**config.mk**
```make
export PLATFORM = sky130hd
export DESIGN_NAME = seg_display_mux
export DESIGN_NICKNAME = d
export VERILOG_FILES = /design/src/rtl/seg_display_mux_pkg.sv /design/src/rtl/seg_display_mux_decode.sv /design/src/rtl/seg_display_mux.sv
export SDC_FILE = /design/constraint.sdc
export NUM_CORES = 1
export LEC_CHECK = 0
export ABC_CLOCK_PERIOD_IN_PS = 3300
export CORE_UTILIZATION = 40
export CTS_BUF_LIST = sky130_fd_sc_hd__clkbuf_4 sky130_fd_sc_hd__clkbuf_8 sky130_fd_sc_hd__clkbuf_16
export DETAILED_ROUTE_END_ITERATION = 10
export SLEW_MARGIN = 0
export SYNTH_ARGS = -nofsm -noshare
export SYNTH_HDL_FRONTEND = slang
export SYNTH_SLANG_ARGS = --single-unit
```
**constraint.sdc**
```tcl
create_clock -name clk -period 3.3 [get_ports clk]
set_input_delay 0.33 -clock clk [delete_from_list [all_inputs] [get_ports clk]]
set_output_delay 0.33 -clock clk [all_outputs]
set_load 0.005 [all_outputs]
```
**src/rtl/seg_display_mux_pkg.sv**
```systemverilog
// ---------------------------------------------------------------------------
// seg_display_pkg
//   Shared constants for the multiplexed seven-segment display driver.
//   Segment vectors are ordered {a,b,c,d,e,f,g,dp}, active high, so bit 7 is
//   segment a and bit 0 is the decimal point.
//   Contents:
//     SEG_W          width of a segment vector
//     SEG_A..SEG_DP  bit positions of each segment inside a segment vector
//     HEX_SEG        16-entry hex glyph table (dp bit always 0)
//     hex_to_seg()   table lookup helper
// ---------------------------------------------------------------------------
package seg_display_pkg;

    localparam int SEG_W  = 8;

    localparam int SEG_A  = 7;
    localparam int SEG_B  = 6;
    localparam int SEG_C  = 5;
    localparam int SEG_D  = 4;
    localparam int SEG_E  = 3;
    localparam int SEG_F  = 2;
    localparam int SEG_G  = 1;
    localparam int SEG_DP = 0;

    // Glyphs 0-9, A, b, C, d, E, F
    localparam logic [SEG_W-1:0] HEX_SEG [16] = '{
        8'hFC, 8'h60, 8'hDA, 8'hF2,
        8'h66, 8'hB6, 8'hBE, 8'hE0,
        8'hFE, 8'hF6, 8'hEE, 8'h3E,
        8'h9C, 8'h7A, 8'h9E, 8'h8E
    };

    function automatic logic [SEG_W-1:0] hex_to_seg(input logic [3:0] nibble);
        return HEX_SEG[nibble];
    endfunction

endpackage

```
**src/rtl/seg_display_mux_decode.sv**
```systemverilog
// ---------------------------------------------------------------------------
// hex7seg_decode
//   Combinational glyph decoder: one hex nibble plus decimal point plus blank
//   request in, one active-high segment vector {a..g,dp} out.
//   A blanked digit drops segments a..g but keeps its decimal point.
//   Ports:
//     nibble  in   4      hex value to display
//     dp      in   1      decimal point request
//     blank   in   1      suppress segments a..g
//     seg     out  SEG_W  segment pattern
// ---------------------------------------------------------------------------
module hex7seg_decode
    import seg_display_pkg::*;
(
    input  logic [3:0]       nibble,
    input  logic             dp,
    input  logic             blank,
    output logic [SEG_W-1:0] seg
);

    always_comb begin
        seg         = blank ? '0 : hex_to_seg(nibble);
        seg[SEG_DP] = dp;
    end

endmodule

```
**src/rtl/seg_display_mux.sv**
```systemverilog
// ---------------------------------------------------------------------------
// seg_display_mux
//   Multiplexed NUM_DIGITS-digit seven-segment driver with refresh prescaler,
//   PWM brightness, leading-zero blanking, per-digit decimal points and
//   frame-synchronous (tear-free) data update.
//   Optional build macro: SEG_ACTIVE_LOW_EN -- when defined, anodes and seg
//   are inverted at the output registers (reset/dark/blanked drive all-ones).
//   Ports:
//     clk         in   1               system clock
//     rst         in   1               synchronous active-high reset
//     data        in   4*NUM_DIGITS    hex nibbles, nibble 0 = rightmost
//     dp_mask     in   NUM_DIGITS      decimal point enable per digit
//     load        in   1               capture data/dp_mask into pending
//     blank_lz    in   1               leading-zero blanking enable
//     brightness  in   BRIGHT_WIDTH    0 = dark, all-ones = full on
//     anodes      out  NUM_DIGITS      one-hot digit enable
//     seg         out  8               {a,b,c,d,e,f,g,dp}
//     frame_tick  out  1               pulse in the cycle after index wraps
// ---------------------------------------------------------------------------
module seg_display_mux
    import seg_display_pkg::*;
#(
    parameter int NUM_DIGITS   = 4,
    parameter int DIV_WIDTH    = 16,
    parameter int BRIGHT_WIDTH = 4
) (
    input  logic                      clk,
    input  logic                      rst,
    input  logic [4*NUM_DIGITS-1:0]   data,
    input  logic [NUM_DIGITS-1:0]     dp_mask,
    input  logic                      load,
    input  logic                      blank_lz,
    input  logic [BRIGHT_WIDTH-1:0]   brightness,
    output logic [NUM_DIGITS-1:0]     anodes,
    output logic [SEG_W-1:0]          seg,
    output logic                      frame_tick
);

    localparam int IDX_W = (NUM_DIGITS > 1) ? $clog2(NUM_DIGITS) : 1;
    localparam logic [IDX_W-1:0] LAST_IDX = IDX_W'(NUM_DIGITS - 1);

`ifdef SEG_ACTIVE_LOW_EN
    localparam logic OUT_INV = 1'b1;
`else
    localparam logic OUT_INV = 1'b0;
`endif

    // Idle (dark) output levels; also used as the inversion mask.
    localparam logic [NUM_DIGITS-1:0] AN_IDLE  = {NUM_DIGITS{OUT_INV}};
    localparam logic [SEG_W-1:0]      SEG_IDLE = {SEG_W{OUT_INV}};

    logic [DIV_WIDTH-1:0]    prescaler_reg;
    logic [IDX_W-1:0]        index_reg;
    logic [4*NUM_DIGITS-1:0] pending_reg;
    logic [NUM_DIGITS-1:0]   pend_dp_reg;
    logic                    pend_valid_reg;
    logic [4*NUM_DIGITS-1:0] shadow_reg;
    logic [NUM_DIGITS-1:0]   shadow_dp_reg;
    logic [NUM_DIGITS-1:0]   anodes_reg;
    logic [SEG_W-1:0]        seg_reg;
    logic                    frame_tick_reg;

    logic [NUM_DIGITS-1:0]   anodes_next;
    logic [SEG_W-1:0]        seg_next;

    logic                    presc_wrap;
    logic                    frame_wrap;
    logic [3:0]              nib [NUM_DIGITS];
    logic [NUM_DIGITS-1:0]   nib_zero;
    logic [NUM_DIGITS-1:0]   lz_blank;
    logic [3:0]              cur_nib;
    logic                    cur_dp;
    logic                    cur_blank;
    logic [BRIGHT_WIDTH-1:0] pwm_level;
    logic                    pwm_on;
    logic [SEG_W-1:0]        dec_seg;

    assign presc_wrap = (prescaler_reg == '1);
    assign frame_wrap = presc_wrap && (index_reg == LAST_IDX);

    genvar gi;
    generate
        for (gi = 0; gi < NUM_DIGITS; gi++) begin : g_nib
            assign nib[gi]      = shadow_reg[4*gi +: 4];
            assign nib_zero[gi] = (shadow_reg[4*gi +: 4] == 4'd0);
        end
    endgenerate

    // Digit i is a leading zero when it and every digit to its left are zero.
    // Scanned from the leftmost digit down; digit 0 always stays visible.
    always_comb begin
        logic zero_run;
        zero_run = 1'b1;
        lz_blank = '0;
        for (int i = NUM_DIGITS - 1; i >= 0; i--) begin
            zero_run    = zero_run && nib_zero[i];
            lz_blank[i] = blank_lz && (i != 0) && zero_run;
        end
    end

    assign cur_nib   = nib[index_reg];
    assign cur_dp    = shadow_dp_reg[index_reg];
    assign cur_blank = lz_blank[index_reg];

    // Top prescaler bits act as a sawtooth; full scale bypasses the compare
    // so all-ones brightness really is 100% duty.
    assign pwm_level = prescaler_reg[DIV_WIDTH-1 -: BRIGHT_WIDTH];
    assign pwm_on    = (brightness == '1) || (pwm_level < brightness);

    hex7seg_decode u_decode (
        .nibble (cur_nib),
        .dp     (cur_dp),
        .blank  (cur_blank),
        .seg    (dec_seg)
    );

    // A blanked digit without a decimal point is fully dark, anode included.
    always_comb begin
        anodes_next = '0;
        seg_next    = '0;
        if (pwm_on && !(cur_blank && !cur_dp)) begin
            anodes_next = NUM_DIGITS'(1) << index_reg;
            seg_next    = dec_seg;
        end
    end

    always_ff @(posedge clk) begin
        if (rst) begin
            prescaler_reg  <= '0;
            index_reg      <= '0;
            pending_reg    <= '0;
            pend_dp_reg    <= '0;
            pend_valid_reg <= 1'b0;
            shadow_reg     <= '0;
            shadow_dp_reg  <= '0;
            anodes_reg     <= AN_IDLE;
            seg_reg        <= SEG_IDLE;
            frame_tick_reg <= 1'b0;
        end else begin
            prescaler_reg <= prescaler_reg + DIV_WIDTH'(1);
            if (presc_wrap) begin
                index_reg <= frame_wrap ? '0 : index_reg + IDX_W'(1);
            end

            // Shadow only changes between frames so a frame never mixes
            // old and new digits.
            if (frame_wrap) begin
                if (pend_valid_reg) begin
                    shadow_reg    <= pending_reg;
                    shadow_dp_reg <= pend_dp_reg;
                end
                pend_valid_reg <= 1'b0;
            end

            // Placed after the frame update so a load coinciding with the
            // wrap stays pending for the following frame.
            if (load) begin
                pending_reg    <= data;
                pend_dp_reg    <= dp_mask;
                pend_valid_reg <= 1'b1;
            end

            frame_tick_reg <= frame_wrap;
            anodes_reg     <= anodes_next ^ AN_IDLE;
            seg_reg        <= seg_next ^ SEG_IDLE;
        end
    end

    assign anodes     = anodes_reg;
    assign seg        = seg_reg;
    assign frame_tick = frame_tick_reg;

endmodule
```
==> flow_summary.rst, run 1 <==
.. list-table::
   :header-rows: 1

   * - Metric
     - Value
   * - Number of buffers added by the clock tree synthesis step
     - 9
   * - Clock skew
     - about 6.3 ps
   * - Setup Total Neg Slack
     - 0 ps
   * - Half-perimeter wire length after placement
     - between 3 and 4 mm
   * - Number of top-level pins
     - between 40 and 50
   * - Max Freq
     - 462 MHz
   * - CP Cell Sequence
     - mux4_2 > inv_1 > ha_1 > nand2_1 > o21ai_0 > nand2_1 > a21oi_1
   * - CTS root buf
     - sky130_fd_sc_hd__clkbuf_8
   * - Overflow left after global routing
     - 0
   * - WL/cell
     - 12.4 um
   * - Slew margin rel.
     - roughly three fifths
   * - Layer with the highest usage after global routing
     - met2
   * - Post-route fraction of the period consumed by the critical path
     - about two thirds
   * - Clock tree buffer depth
     - 2
   * - Highest-count cells in the layout ignoring fill and taps
     - sky130_fd_sc_hd__dfxtp_1 (72), sky130_fd_sc_hd__nor2_1 (67), sky130_fd_sc_hd__mux2i_1 (42)
   * - Net Count, Synth
     - around 340
   * - Crit path max fanout
     - 14
   * - Max_cap viols
     - 0
   * - Distinct cells, synth
     - 36
   * - Most frequent standard cell in the layout excluding fill and tap cells
     - sky130_fd_sc_hd__dfxtp_1
   * - Outcome
     - finished, final reports clean
   * - Arrival time reported for the critical path endpoint
     - 2370 ps
   * - Minimum period implied by the final worst setup slack
     - ~2200 ps
   * - Leakage power
     - 0.00160 uW
   * - M3 GR Usage
     - 5.50%
   * - Post-detailed-route count of antenna-violating nets
     - 0
   * - Final Wtd Congestion
     - 0.779
   * - Yosys reg bits
     - between 70 and 80
   * - Final setup violation count
     - 0
   * - Number of instances in the synthesized netlist
     - 304
   * - Overall die area
     - a little under 8000 sq um
   * - Via count
     - 2191
   * - TritonCTS clock tree
     - built
   * - Pins over their slew limit
     - 0
   * - Detailed-route wire length
     - 5.52 mm
   * - Hold Buf Count CTS
     - 0
   * - Clock insertion delay at the later pin of the skew report
     - between 300 and 400 ps
   * - CP Launch Type
     - flip-flop
   * - Largest stage delay on the critical path
     - 690 ps
   * - Total count of hold-check failures in the final report
     - 0
   * - Final nets
     - 383
   * - Number of gates resized after CTS
     - 0
   * - Least-Margin Pin Slew
     - 605 ps
   * - Path type of the worst setup path
     - reg2reg
   * - Largest vdd supply drop
     - between 0.15 and 0.2 mV
   * - Met1 Resource Use GR
     - between 20 and 25%
   * - Die outline height
     - 88.7 um
   * - Horiz. Die Dim
     - 88.7 um
   * - TritonRoute pass-1 iters
     - 4
   * - Number of design rule violations left after detail routing
     - 0
   * - Slowest stage cell on the critical path
     - sky130_fd_sc_hd__dfxtp_1
   * - Clock tree sinks
     - 72
   * - RSZ-0062 raised after global routing
     - no
   * - Starting density of the core
     - 41.4%
   * - Via count of the first global-routing pass
     - 1947
   * - Diodes inserted
     - 0
   * - Clock slew at reported path FFs
     - 70 ps
   * - Number of warnings reported in the yosys synthesis log
     - 0
   * - Row Count
     - 31
   * - Violation count after the first detailed-route iteration
     - 72
   * - Number of setup buffers added after CTS
     - 0
   * - Post-Route Utilization
     - 50.4%
   * - Core outline area
     - 7250 sq um
   * - Pin count of the biggest net entering global routing
     - 61
   * - Wire length of the first global-routing pass
     - 9.09 mm
   * - Required arrival time at the worst endpoint
     - 3500 ps
   * - Synth Cell Area
     - 3000 sq um
   * - Initial antenna violation count
     - 0
   * - Average size of a mapped cell
     - 9.88 sq um
   * - Layout cell share with drive strength beyond 1
     - 8.62%
   * - Average via count per standard cell
     - approximately 4.9
   * - Seq/Total Area, Yosys
     - 48.0%
   * - Met2 usage
     - 23.1%
   * - Cell with the most instances on the worst path
     - sky130_fd_sc_hd__nand2_1
   * - Area grow syn2layout
     - 21.6%
   * - Element type at the critical path end
     - flip-flop
   * - Power density over cell area
     - 448 nW/um^2
   * - Tot GR Track Use
     - 15.5%
   * - CTS HTree Levels
     - 3
   * - IO Port Bufs
     - 40
   * - Hold/Removal Path Class
     - in2reg
Yosys cell counts, drive strengths merged:
cell type | instances | area share, %
nor2 | 67 | 8.4
a21oi | 6 | 1.0
and2 | 2 | 0.50
dfxtp | 72 | 48
a21o | 1 | 0.25
nor2b | 3 | 0.62
o21ai | 11 | 1.8
a221oi | 4 | 1.2
and3 | 4 | 0.83
nand3 | 8 | 1.5
buf | 7 | 1.3
xor2 | 6 | 1.7
ha | 12 | 5.0
nand4 | 4 | 0.83
inv | 7 | 0.87
nor3 | 5 | 1.2
o22ai | 1 | 0.21
xnor2 | 6 | 1.7
clkbuf | 8 | 1.0
a211oi | 2 | 0.67
or3 | 3 | 0.62
mux4 | 5 | 3.7
nand2b | 2 | 0.42
nand2 | 11 | 1.4
a22o | 1 | 0.29
o21a | 1 | 0.25
mux2i | 42 | 14
nor4 | 3 | 0.62
report_power, final:
group	switching, uW	internal [uW]	leakage [uW]	total [uW]
Sequential	12.5	893	0.000587	906
Clock	309	317	0.0000937	625
Combinational	42.4	61.7	0.000914	104
layer usage:
metal,up-vias,routed length [um]
li1,1121,-
met1,1024,2780
met2,41,2470
met3,5,242
met4,0,37
met5,-,0
metrics by stage:
stage / instance area, sq um / setup slack (ps) / cells / power [uW] / hold slack, ps
detailed placement: 3480 / 1140 / 431 / 1030 / 442
floorplan: 3000 / 1350 / 304 / 974 / 415
finish: 3650 / 1130 / 447 / 1640 / 433
global placement: 3480 / 1200 / 431 / 1030 / 430
CTS: 3650 / 1120 / 447 / 1660 / 420
global route: 3650 / 942 / 447 / 1720 / 469
logic make-up (layout without fill, tap and decap cells):
logic type      count (synthesis)  count (layout)  synth area share [%]
simple gates                  112             112                  16.9
flops                          72              72                  48.0
mux                            47              47                  17.7
compound gates                 27              27                  5.66
buf+inv                        22              66                  3.21
fa+ha+maj                      12              12                  5.00
xor+xnor                       12              12                  3.50
worst paths after layout:
| path | from | to | slack (ps) | cells past startpoint |
|---|---|---|---|---|
| hold / removal | rst | seg[0]$_SDFF_PP0_ | 430 | 4 |
| setup reg to reg | index_reg[0]$_SDFFE_PP0N_ | seg[4]$_SDFF_PP0_ | 1130 | 7 |
| setup / recovery | index_reg[0]$_SDFFE_PP0N_ | seg[4]$_SDFF_PP0_ | 1130 | 7 |
| hold reg to reg | prescaler_reg[0]$_SDFF_PP0_ | prescaler_reg[0]$_SDFF_PP0_ | 460 | 1 |
worst max-delay path, delay by kind of cell (launching register included):
family	cells	cell delay (ps)
buf+inv	1	170
fa+ha+maj	1	270
mux	1	630
simple gates	2	140
compound gates	2	140
flops	1	690
area by class of cell:
cell class | count | area (sq um)
clock buffers | 13 | 160
clock inverters | 3 | 17.5
well taps | 99 | 124
multi-input cells | 210 | 1470
inverters | 7 | 26.3
repair buffers | 43 | 418
flip-flops and latches | 72 | 1440
fillers | 675 | 3600
(Power assumes the default switching activity.)
==> inputs of run 2 (changes only) <==
Settings changed: ABC_CLOCK_PERIOD_IN_PS 3300 to 1900.
Clock period 3.3 ns to 1.9 ns, I/O delays scaled along.
==> flow_summary.rst, run 2 (same netlist as run 1, synthesis figures left out) <==
.. list-table::
   :header-rows: 1

   * - Metric
     - Value
   * - Critical hold path startpoint
     - rst
   * - Average via count per standard cell
     - 4.79 (-2.2%)
   * - CTS HTree Levels
     - 3 (unchanged)
   * - Instance area at placement
     - 3540 sq um (+1.9%)
   * - Largest stage delay on the critical path
     - 570 ps (-120 ps)
   * - Half-perimeter wire length after placement
     - 3.77 mm (-1.3%)
   * - Leakage power
     - 0.00167 uW (+4.6%)
   * - Post-detailed-route count of antenna-violating nets
     - 0 (unchanged)
   * - Core outline area
     - 7250 sq um (unchanged)
   * - Max Freq
     - 562 MHz (+22%)
   * - Required arrival time at the worst endpoint
     - 2130 ps (-1370 ps)
   * - CP Launch Type
     - flip-flop
   * - Clock insertion delay at the later pin of the skew report
     - 340 ps (about the same)
   * - CP Cell Sequence
     - mux4_2 > inv_1 > ha_1 > nand2_1 > o21ai_0 > nand2_1 > a21oi_1
   * - TritonRoute pass-1 iters
     - 4 (unchanged)
   * - RSZ-0062 raised after global routing
     - yes
   * - Worst Path Buf+Inv
     - 1 (unchanged)
   * - Most frequent standard cell in the layout excluding fill and tap cells
     - sky130_fd_sc_hd__dfxtp_1
   * - Least-Margin Pin Slew
     - 612 ps (+7.42 ps)
   * - Slew margin rel.
     - 59.2% (-0.49 points)
   * - Layout cell share with drive strength beyond 1
     - 11.5% (+2.8 points)
   * - Area grow syn2layout
     - 25.9%
   * - WL/cell
     - 12.0 um (-3.2%)
   * - Largest vdd supply drop
     - 0.345 mV (+81%)
   * - Number of top-level pins
     - 41 (unchanged)
   * - Clock tree sinks
     - 72 (unchanged)
   * - Tot GR Track Use
     - 15.1% (-0.41 points)
   * - Clock tree buffer depth
     - 2 (unchanged)
   * - Highest-count cells in the layout ignoring fill and taps
     - sky130_fd_sc_hd__dfxtp_1 (71), sky130_fd_sc_hd__nor2_1 (67), sky130_fd_sc_hd__mux2i_1 (42)
   * - Final Wtd Congestion
     - 0.773 (-0.73%)
   * - Overflow left after global routing
     - 0 (unchanged)
   * - Slowest stage cell on the critical path
     - sky130_fd_sc_hd__mux4_2
   * - Worst setup path start
     - index_reg[0]$_SDFFE_PP0N_
   * - Path type of the worst setup path
     - reg2reg
   * - Minimum period implied by the final worst setup slack
     - 1780 ps (-387 ps)
   * - Pin count of the biggest net entering global routing
     - 61 (unchanged)
   * - Horiz. Die Dim
     - 88.7 um (unchanged)
   * - Initial antenna violation count
     - 0 (unchanged)
   * - Worst Hold Margin
     - 316 ps (-117 ps)
   * - CTS root buf
     - sky130_fd_sc_hd__clkbuf_8
   * - Kind of cell adding the most delay to the critical path
     - multiplexers
   * - Clock skew
     - 4.13 ps (-2.18 ps)
   * - Pins over their slew limit
     - 0 (unchanged)
   * - TritonCTS clock tree
     - built
   * - Final nets
     - 393 (+2.6%)
   * - Violation count after the first detailed-route iteration
     - 60 (-17%)
   * - Number of buffers added by the clock tree synthesis step
     - 9 (unchanged)
   * - Post-route fraction of the period consumed by the critical path
     - 93.6% (+28 points)
   * - Power density over cell area
     - 799 nW/um^2 (+78%)
   * - Post-route design area
     - 3780 sq um (+3.5%)
   * - Starting density of the core
     - 41.4% (unchanged)
   * - Crit path max fanout
     - 7 (-7)
   * - Row Count
     - 31 (unchanged)
   * - Final setup violation count
     - 0 (unchanged)
   * - Total count of hold-check failures in the final report
     - 0 (unchanged)
   * - Clock slew at reported path FFs
     - 70 ps (about the same)
   * - Overall die area
     - 7860 sq um (unchanged)
   * - Via count
     - 2191 (unchanged)
   * - Hold/Removal Path Class
     - in2reg
   * - Max_cap viols
     - 0 (unchanged)
   * - Die outline height
     - 88.7 um (unchanged)
   * - Wire length of the first global-routing pass
     - 8.97 mm (-1.3%)
   * - Cell with the most instances on the worst path
     - sky130_fd_sc_hd__nand2_1
   * - IO Port Bufs
     - 40 (unchanged)
   * - Via count of the first global-routing pass
     - 1932 (-0.77%)
   * - Element type at the critical path end
     - flip-flop
   * - R2r startpoint
     - index_reg[0]$_SDFFE_PP0N_
   * - Diodes inserted
     - 0 (unchanged)
   * - Arrival time reported for the critical path endpoint
     - 2010 ps (-360 ps)
   * - Number of design rule violations left after detail routing
     - 0 (unchanged)
   * - Outcome
     - finished, final reports clean
   * - Detailed-route wire length
     - 5.47 mm (-1.1%)
run 2: path summary, 6_finish.rpt:
check	end	slack, ps	cells after the start
worst max register to register	seg[4]$_SDFF_PP0_	120	7
worst min-delay path	seg[0]$_SDFF_PP0_	320	4
worst max-delay path	seg[4]$_SDFF_PP0_	120	7
worst min register to register	prescaler_reg[0]$_SDFF_PP0_	460	1
run 2: worst reg2reg max path, stage by stage, from the launching register on:
cell	delay [ps]
sky130_fd_sc_hd__dfxtp_4	410
sky130_fd_sc_hd__mux4_2	570
sky130_fd_sc_hd__inv_1	160
sky130_fd_sc_hd__ha_1	270
sky130_fd_sc_hd__nand2_1	70
sky130_fd_sc_hd__o21ai_0	70
sky130_fd_sc_hd__nand2_1	60
sky130_fd_sc_hd__a21oi_1	60
run 2: layout make-up:
| class | instances | area, sq um |
|---|---|---|
| Tap cell | 99 | 124 |
| Inverter | 7 | 26.3 |
| Clock inverter | 2 | 37.5 |
| Multi-Input combinational cell | 210 | 1470 |
| Sequential cell | 72 | 1450 |
| Clock buffer | 14 | 174 |
| Timing Repair Buffer | 53 | 509 |
| Fill cell | 688 | 3470 |
run 2: metrics by stage:
stage | total power (uW) | util [%] | setup slack (ps) | setup TNS (ps) | std cells
2_1_floorplan | 1690 | - | 75.9 | 0 | 304
3_3_place_gp | 1800 | 48.8 | 13.5 | 0 | 438
3_5_place_dp | 1800 | 48.8 | -26.8 | -53.4 | 438
4_1_cts | 3060 | 51.8 | 17.1 | 0 | 454
5_1_grt | 3140 | 52.1 | -33.1 | -48.7 | 457
6_report | 3020 | 52.1 | 122 | 0 | 457
run 2: repair_timing:
item,4_1_cts,5_1_grt
buffers inserted,0,3
gates resized for setup,0,2
hold buffers,0,0
endpoints found under the setup margin,0,24
run 2: report_power, final:
part	internal, uW	switching (uW)
registers	1550	21.3
clock network	724	538
logic	114	74.3
total	2390	634
run 2: per-layer routing:
metal  share of wire [%]  track usage [%]
met2                  43             22.2
met5                   0                0
met4                 1.3             9.09
met3                 3.1             3.45
met1                  52             20.2
